## src/rtl/adder10_pkg.sv

```systemverilog
// Shared types and constants for the registered BCD digit adder.
// Digit width, radix and the +6 decimal correction live here.
package adder10_pkg;

  typedef logic [3:0] bcd_t;

  localparam bcd_t       BCD_MAX   = 4'd9;
  localparam logic [4:0] BCD_RADIX = 5'd10;
  localparam bcd_t       BCD_CORR  = 4'd6;

  typedef struct packed {
    bcd_t res;
    logic cout;
    logic err;
  } digit_res_t;

endpackage

```

## src/rtl/bcd_digit_add.sv

```systemverilog
// Combinational single-digit decimal add with +6 correction.
// Non-BCD digits are flagged but go through the same correction.
module bcd_digit_add
  import adder10_pkg::*;
(
  input  logic [3:0] a,
  input  logic [3:0] b,
  input  logic       cin,
  output logic [3:0] res,
  output logic       cout,
  output logic       err
);

  logic [4:0] sum5;
  logic       carry;

  always_comb begin
    sum5  = {1'b0, a} + {1'b0, b} + {4'b0000, cin};
    carry = (sum5 >= BCD_RADIX);
    // mod-16 wrap of the low nibble matches (sum5 + 6)[3:0]
    res   = carry ? (sum5[3:0] + BCD_CORR) : sum5[3:0];
    cout  = carry;
    err   = (a > BCD_MAX) | (b > BCD_MAX);
  end

endmodule

```

## src/rtl/adder10.sv

```systemverilog
// Registered BCD digit adder: one result per accepted input,
// one cycle later; outputs hold when no input is accepted.
module adder10
  import adder10_pkg::*;
(
  input  logic       clk,
  input  logic       rst,
  input  logic [3:0] a,
  input  logic [3:0] b,
  input  logic       cin,
  input  logic       in_valid,
  output logic [3:0] res,
  output logic       cout,
  output logic       out_valid,
  output logic       err
);

  digit_res_t sum_c;
  digit_res_t out_d, out_q;
  logic       out_valid_d, out_valid_q;

  bcd_digit_add u_add (
    .a    (a),
    .b    (b),
    .cin  (cin),
    .res  (sum_c.res),
    .cout (sum_c.cout),
    .err  (sum_c.err)
  );

  always_comb begin
    out_d       = out_q;
    out_valid_d = 1'b0;
    if (in_valid) begin
      out_d       = sum_c;
      out_valid_d = 1'b1;
    end
  end

  always_ff @(posedge clk) begin
    if (rst) begin
      out_q       <= '0;
      out_valid_q <= 1'b0;
    end else begin
      out_q       <= out_d;
      out_valid_q <= out_valid_d;
    end
  end

  assign res       = out_q.res;
  assign cout      = out_q.cout;
  assign err       = out_q.err;
  assign out_valid = out_valid_q;

endmodule

```

## config.mk

```make
export PLATFORM = sky130hd
export DESIGN_NAME = adder10
export DESIGN_NICKNAME = d
export VERILOG_FILES = /design/src/rtl/adder10_pkg.sv /design/src/rtl/bcd_digit_add.sv /design/src/rtl/adder10.sv
export SDC_FILE = /design/constraint.sdc
export NUM_CORES = 1
export LEC_CHECK = 0
export CELL_PAD_IN_SITES_DETAIL_PLACEMENT = 1
export CELL_PAD_IN_SITES_GLOBAL_PLACEMENT = 1
export CORE_MARGIN = 2
export CORE_UTILIZATION = 25
export CTS_CLUSTER_DIAMETER = 200
export CTS_CLUSTER_SIZE = 40
export DETAILED_ROUTE_END_ITERATION = 8
export GPL_TIMING_DRIVEN = 0
export PLACE_DENSITY = 0.74
export SLEW_MARGIN = 20
export SYNTH_ARGS = -nofsm -noshare
export SYNTH_HDL_FRONTEND = slang
export SYNTH_HIERARCHICAL = 1
export SYNTH_SLANG_ARGS = --single-unit
```

## constraint.sdc

```tcl
create_clock -name clk -period 2.99 [get_ports clk]
set_input_delay 0.598 -clock clk [delete_from_list [all_inputs] [get_ports clk]]
set_output_delay 0.598 -clock clk [all_outputs]
set_load 0.1 [all_outputs]
```

==> Word level (Yosys, flattened, before mapping) <==
Cells that the tools add are included.
{ "totals": {"ff_bits": 7, "in_bits": 12, "out_inout_bits": 7, "wordCells": 13} }
{ "op_classes": {"add_sub_neg": 3, "n_lt_le_gt_ge": 3, "n_mux": 2, "n_bitwise": 1} }
{ "ops": {"columns": ["cell", "n"], "rows": [
  ["4-bit > comparator (second input constant)", 2],
  ["4-bit by 4-bit adder with 5-bit output", 1],
  ["5-bit by 1-bit adder with 5-bit output", 1],
  ["5-bit by 4-bit greater-or-equal comparator with 1-bit output (second input constant)", 1],
  ["4-bit by 3-bit adder with 4-bit output (second input constant)", 1],
  ["4-bit two-way mux", 1],
  ["1-bit two-way mux", 1],
  ["1-bit bitwise OR", 1]
]} }

==> Depth between registers and ports, before layout <==
Gate-level depths: netlist of the first run.
{ "depth": {"ltp_word": 4, "ltp_mapped": 11, "ltp_nobuf": 11} }

==> Cells and area by module <==
Netlist of the first run, hierarchy kept.
{ "modules_own_cells": {"columns": ["module", "instances", "cells_each", "area_per_inst_um2", "seq_area_each_um2"], "rows": [
  ["bcd_digit_add", 1, 41, 336.6, 0.0],
  ["adder10", 1, 21, 240.2, 140.1]
]} }

==> Worst setup path after synthesis of the first run <==
Ideal clock, no wire load.
{ "synth_path": {"path_kind": "input -> register", "startpoint": "input a[0]", "endpoint": "register out_q (netlist bit res[3])", "setup_ns": 0.067, "t_arrival_ns": 2.729, "required_time_ns": 2.923, "setup_slack_ns": 0.194, "stages": 10, "n_path_buf": 0, "cell_sequence": "inv_1 > fa_1 > fa_1 > xor2_2 > ha_1 > or3_1 > a211oi_1 > a211o_1 > mux2i_1 > nor2_1"} }
{ "synth_lines": {"columns": ["element", "line", "text"], "rows": [
  ["start: declaration", "adder10.sv:8", "input logic [3:0] a,"],
  ["end signal: assignment", "adder10.sv:45", "out_q <= out_d;"],
  ["end: declaration", "adder10.sv:19", "digit_res_t out_d, out_q;"]
]} }

==> results of run 1 <==
## cells in the final DEF, fill, tap and decap left out, types with 2 or more instances in the layout
cell	instances
clkdlybuf4s50_1	16
ha_1	3
clkbuf_1	2
inv_2	2
dfxtp_1	7
nand2_1	2
fa_2	2
mux2i_1	6
nor2_1	6
clkbuf_4	3
nor2b_1	3
inv_1	6
buf_4	4
o21ai_0	3
## per-stage QoR
step	total power, uW	hold slack [ns]	cells	worst slack, ns	area (sq um)
final	462.2	0.4965	115	0.06720	885.9
after floorplan	283.6	0.6696	62	0.1940	576.8
after global routing	491.6	0.5303	115	-0.003787	885.9
after global placement	333.4	0.4713	107	-0.4169	782.0
after CTS	449.0	0.5032	112	0.01394	844.6
after detailed placement	340.3	0.4906	107	-0.4999	782.0
## final timing paths
path                            start                   to  slack, ns  depth (start not counted)
setup / recovery                 b[0]  res[3]$_SDFFE_PP0P_       0.07                         11
hold / removal    res[3]$_SDFFE_PP0P_  res[3]$_SDFFE_PP0P_       0.50                          2
setup reg to reg  res[0]$_SDFFE_PP0P_  res[0]$_SDFFE_PP0P_       2.33                          2
hold reg to reg   res[3]$_SDFFE_PP0P_  res[3]$_SDFFE_PP0P_       0.50                          2
## worst min-delay path: stages (launching register included)
cell and delay [ns]:
dfxtp_1 0.32, mux2i_1 0.07, nor2_1 0.07
## cell type report
type | instances | area share
Tap cell | 28 | 0.03955
Multi-Input combinational cell | 44 | 0.4859
Clock buffer | 4 | 0.02966
Sequential cell | 7 | 0.1582
Buffer | 2 | 0.01695
Inverter | 9 | 0.04096
Timing Repair Buffer | 21 | 0.2288
## registers in the layout, indices dropped and copies added (netlist names)
| register | flops |
|---|---|
| res | 4 |
| out_valid | 1 |
| cout | 1 |
| err | 1 |
## cell families (layout without fill, tap and decap cells)
kind of cell,count (synthesis),after routing
AO/OA/AOI/OAI,14,14
XOR/XNOR,3,3
adder cells (fa/ha/maj),6,6
multiplexers,6,6
buffers and inverters,11,36
flip-flops,7,7
AND/OR/NAND/NOR,15,15
## per-layer routing
metal,share of wire,track usage,wire length [um],up-vias
li1,-,-,-,260
met1,0.37,0.1250,528,251
met2,0.56,0.2278,806,15
met3,0.039,0.008621,56,3
met4,0.026,0.07895,37,0
met5,0,0,0,-
## power breakdown
part	switching, uW	internal (uW)	total (uW)
Sequential	5.35	105	110
Combinational	161	103	264
Clock	37.2	51.1	88.3
## timing repair
item | CTS | global route
endpoints found under the setup margin | 4 | 3
hold endpoints to repair | 0 | 0
buffers inserted | 1 | 3
pin swaps | 0 | 6
resized for setup | 5 | 7
==> results.json, run 1 <==
{
  "status": "finished, final reports clean",
  "hp-class": "reg -> reg",
  "critPathCaptureType": "flip-flop",
  "yosysSeqAreaShare": 0.2430,
  "grt_pass1_vias": 559,
  "synth.top_cells.by_area": "dfxtp_1, mux2i_1, ha_1, fa_1, inv_1",
  "grt_antenna_before_repair": 0,
  "crit_type": "in -> reg",
  "clkTransAtPathRegs_ns": 0.05,
  "grt_max_degree": 9,
  "synth-simple-area-share": 0.1410,
  "ant_nets": 0,
  "drtIter0Drc": 1,
  "ys_warn_count": 6,
  "synthMostInstantiatedCell": "inv_1",
  "synth_common_cells": "inv_1, dfxtp_1, mux2i_1, nor2_1, ha_1",
  "multi_input_area_sq_um": 430.4,
  "via_count": 529,
  "ys_types": 29,
  "fmax_mhz": 342.1,
  "worst-path-buf-inv": 2,
  "synth_mux_area_frac": 0.1041,
  "n_antenna_cell": 0,
  "slew_violations": 0,
  "period_share": 0.9775,
  "synth_area_per_cell_sq_um": 9.303,
  "fillers": 258,
  "power_density_nw_per_um2": 521.8,
  "synthAdderAreaFrac": 0.1562,
  "synth-edff-count": 0,
  "ys_seq_elements": 7,
  "crit_arrival_ns": 3.12,
  "slowest_delay_ns": 0.48,
  "synth_xor_area_frac": 0.05857,
  "synth_compound_area_frac": 0.2126,
  "htreeDepth": 1,
  "die_w_um": 52.04,
  "regArea_sq_um": 140.1,
  "clock_path_buffers": 2,
  "cts.sinks": 7,
  "ios": 19,
  "routedWlPerCell_um": 12.42,
  "die_area_sq_um": 2708,
  "synth_top_family_by_area": "compound AO/OA/AOI/OAI gates",
  "layout_min_cycle_time_ns": 2.923,
  "cp_cell_sequence": "clkdlybuf4s50_1 > inv_2 > fa_2 > fa_2 > xor2_4 > ha_4 > or3_1 > a211oi_2 > a211o_1 > mux2i_1 > nor2_1",
  "worst_pin_slew_ns": 0.9618,
  "drive_gt1_frac": 0.2414,
  "first_pass_iters": 3,
  "relSlewSlack": 0.3568,
  "yosys.area.top_type": "dfxtp_1",
  "hold_violations": 0,
  "die_h_um": 52.04,
  "synth_top_flop_cell": "dfxtp_1",
  "core_sq_um": 2191,
  "startpoint_type": "primary input",
  "track_usage": 0.1205,
  "cp.required_ns": 3.19,
  "finalNetCount": 106,
  "drv_cap": 0,
  "cts_root_buf": "clkbuf_4",
  "total_leakage_power_uw": 0.0003889,
  "grt_first_pass_wirelength_um": 2373,
  "cts_buffers": 3,
  "worstSkewPairLatency_ns": 0.26,
  "syn-num-nets": 80,
  "io_buffers": 17,
  "cpLargestDelayFamily": "adder cells",
  "worst_path_most_repeated_cell": "fa_2",
  "initial_core_util": 0.2633,
  "finalSetupTns_ns": 0,
  "clock_skew_ns": 0,
  "cts_tree": "yes",
  "wirelength_um": 1428,
  "synth_top_area_share": 0.2430,
  "hold_buffers": 0,
  "ys_async_sr_fraction": 0,
  "vdd_ir_drop_max_mv": 0.1961,
  "synthToLayoutAreaGrowth_pct": 53.58,
  "syn_inst": 62,
  "num_rows": 17,
  "place_congestion": 0.7121,
  "drc_errors": 0,
  "vias_per_cell": 4.600,
  "finish.utilization": 0.4043,
  "setup_violations": 0,
  "cp_max_fo": 3,
  "post-dp-hpwl_um": 1155,
  "grt.overflow.total": 0,
  "syn_area_sq_um": 576.8,
  "cpMaxStageDelayCell": "clkdlybuf4s50_1"
}
No activity file was read; power rests on OpenSTA's default activity.
==> inputs of run 2 (changes only) <==
==> constraint.sdc (replaced) <==
create_clock -name clk -period 3.3 [get_ports clk]
set_input_delay 0.66 -clock clk [delete_from_list [all_inputs] [get_ports clk]]
set_output_delay 0.66 -clock clk [all_outputs]
set_load 0.1 [all_outputs]
==> results.json, run 2 (same netlist as run 1, synthesis figures left out) <==
{
  "hp-class": "reg -> reg",
  "routedWlPerCell_um": 12.55,
  "grt_antenna_before_repair": 0,
  "worst_path_most_repeated_cell": "inv_1",
  "highest_layer": "met4",
  "grt_max_degree": 9,
  "vias_per_cell": 4.652,
  "drtIter0Drc": 6,
  "grt_pass1_vias": 540,
  "clock_path_buffers": 2,
  "clkTransAtPathRegs_ns": 0.05,
  "worstSkewPairLatency_ns": 0.25,
  "reg2reg_depth": 2,
  "final_cell_mix": "clkdlybuf4s50_1, inv_1, dfxtp_1",
  "relSlewSlack": 0.3568,
  "ant_nets": 0,
  "finalNetCount": 103,
  "first_pass_iters": 3,
  "cp.required_ns": 3.44,
  "wl_met3_um": 56,
  "finalPower_uw": 401.4,
  "die_w_um": 52.04,
  "total_leakage_power_uw": 0.0003653,
  "drv_cap": 0,
  "wirelength_um": 1406,
  "cpMaxStageDelayCell": "fa_1",
  "place_congestion": 0.7121,
  "layout_min_cycle_time_ns": 3.165,
  "num_rows": 17,
  "drive_gt1_frac": 0.1548,
  "cts_buffers": 3,
  "slew_violations": 0,
  "core_sq_um": 2191,
  "period_share": 0.9592,
  "setup_slack_ns": 0.1347,
  "vdd_ir_drop_max_mv": 0.1678,
  "placed_cell_area_sq_um": 782.0,
  "post-dp-hpwl_um": 1155,
  "drc_errors": 0,
  "synthToLayoutAreaGrowth_pct": 45.55,
  "grt.overflow.total": 0,
  "largest_reg_flops": 4,
  "io_buffers": 17,
  "status": "finished, final reports clean",
  "setup_violations": 0,
  "route.layer.met1.wl_um": 582,
  "fmax_mhz": 315.9,
  "htreeDepth": 1,
  "cts_root_buf": "clkbuf_4",
  "place_ws_ns": -0.2519,
  "die_area_sq_um": 2708,
  "r2r_start": "res[0]$_SDFFE_PP0P_",
  "rrSetupSlack_ns": 2.69,
  "crit_type": "in -> reg",
  "cts_tree": "yes",
  "worst_pin_slew_ns": 0.9618,
  "fin_area_sq_um": 839.6,
  "clock_skew_ns": 0,
  "finalSetupTns_ns": 0,
  "die_h_um": 52.04,
  "fillers": 259,
  "rsz0062_at_grt": "no",
  "startpoint_type": "primary input",
  "wl_met2_um": 743,
  "slowest_delay_ns": 0.48,
  "hold_buffers": 0,
  "crit_arrival_ns": 3.30,
  "via_count": 521,
  "cts.sinks": 7,
  "hold_violations": 0,
  "cp_cell_sequence": "clkdlybuf4s50_1 > inv_1 > fa_1 > fa_2 > xor2_2 > ha_4 > inv_1 > o211ai_1 > a21oi_1 > a211o_1 > mux2i_1 > nor2_1",
  "n_antenna_cell": 0,
  "final_common_cell": "clkdlybuf4s50_1",
  "track_usage": 0.1145,
  "cp_max_fo": 5,
  "critPathCaptureType": "flip-flop",
  "grt_first_pass_wirelength_um": 2263,
  "ios": 19,
  "initial_core_util": 0.2633,
  "r2r-end": "res[0]$_SDFFE_PP0P_",
  "startpoint": "a[0]",
  "critPathCapture": "res[3]$_SDFFE_PP0P_",
  "finish.utilization": 0.3832,
  "power_density_nw_per_um2": 478.1
}
## run 2: power breakdown
group	switching, uW	leakage, uW	total, uW	internal [uW]
registers	4.88	0.0000579	99.7	94.8
logic	141	0.000292	224	82.7
clock network	31.9	0.0000150	78.1	46.2
## run 2: what timing repair did
action / CTS / global route
resized for setup: 0 / 4
setup endpoints to repair: 0 / 4
setup buffers: 0 / 1
## run 2: cell type report
type	instances	area, sq um	share of cell area
multi-input cells	44	411.6	0.4903
repair buffers	18	177.7	0.2116
flip-flops and latches	7	140.1	0.1669
well taps	28	35.03	0.04173
inverters	9	33.78	0.04024
clock buffers	4	26.28	0.03130
plain buffers	2	15.01	0.01788
## run 2: worst min-delay path by stage
stage	end	startpoint	slack [ns]	cells after the start
2_1_floorplan	out_valid$_SDFF_PP0_	rst	0.73	1
3_3_place_gp	res[1]$_SDFFE_PP0P_	res[1]$_SDFFE_PP0P_	0.47	2
3_5_place_dp	res[3]$_SDFFE_PP0P_	res[3]$_SDFFE_PP0P_	0.49	2
4_1_cts	res[3]$_SDFFE_PP0P_	res[3]$_SDFFE_PP0P_	0.50	2
5_1_grt	res[3]$_SDFFE_PP0P_	res[3]$_SDFFE_PP0P_	0.53	2
6_report	res[3]$_SDFFE_PP0P_	res[3]$_SDFFE_PP0P_	0.50	2
## run 2: routing by layer
metal  vias up  track usage
li1        256            -
met1       249       0.1215
met2        14       0.2110
met3         2     0.008621
met4         0      0.07895
met5         -            0
## run 2: per-stage QoR
stage / std cells / hold slack (ns)
after global routing: 112 / 0.5303
final: 112 / 0.4975
after CTS: 111 / 0.5032
after global placement: 107 / 0.4713
after detailed placement: 107 / 0.4906
after floorplan: 62 / 0.7316
## run 2: worst max-delay path: cells and delay by family
kind	cells	cell delay, ns
adder cells (fa/ha/maj)	3	1.09
buffers and inverters	3	0.58
AO/OA/AOI/OAI	3	0.48
XOR/XNOR	1	0.30
multiplexers	1	0.14
AND/OR/NAND/NOR	1	0.05
==> inputs of run 3 (changes only) <==
--- a/config.mk
+++ b/config.mk
@@ -10,9 +10,10 @@
 export CORE_MARGIN = 2
 export CORE_UTILIZATION = 25
 export CTS_CLUSTER_DIAMETER = 200
-export CTS_CLUSTER_SIZE = 40
+export CTS_CLUSTER_SIZE = 10
 export DETAILED_ROUTE_END_ITERATION = 8
 export GPL_TIMING_DRIVEN = 0
+export HOLD_SLACK_MARGIN = 0.12
 export PLACE_DENSITY = 0.74
 export SLEW_MARGIN = 20
 export SYNTH_ARGS = -nofsm -noshare
==> results of run 3 <==
The final DEF is identical to that of run 2; final timing and power are the same.
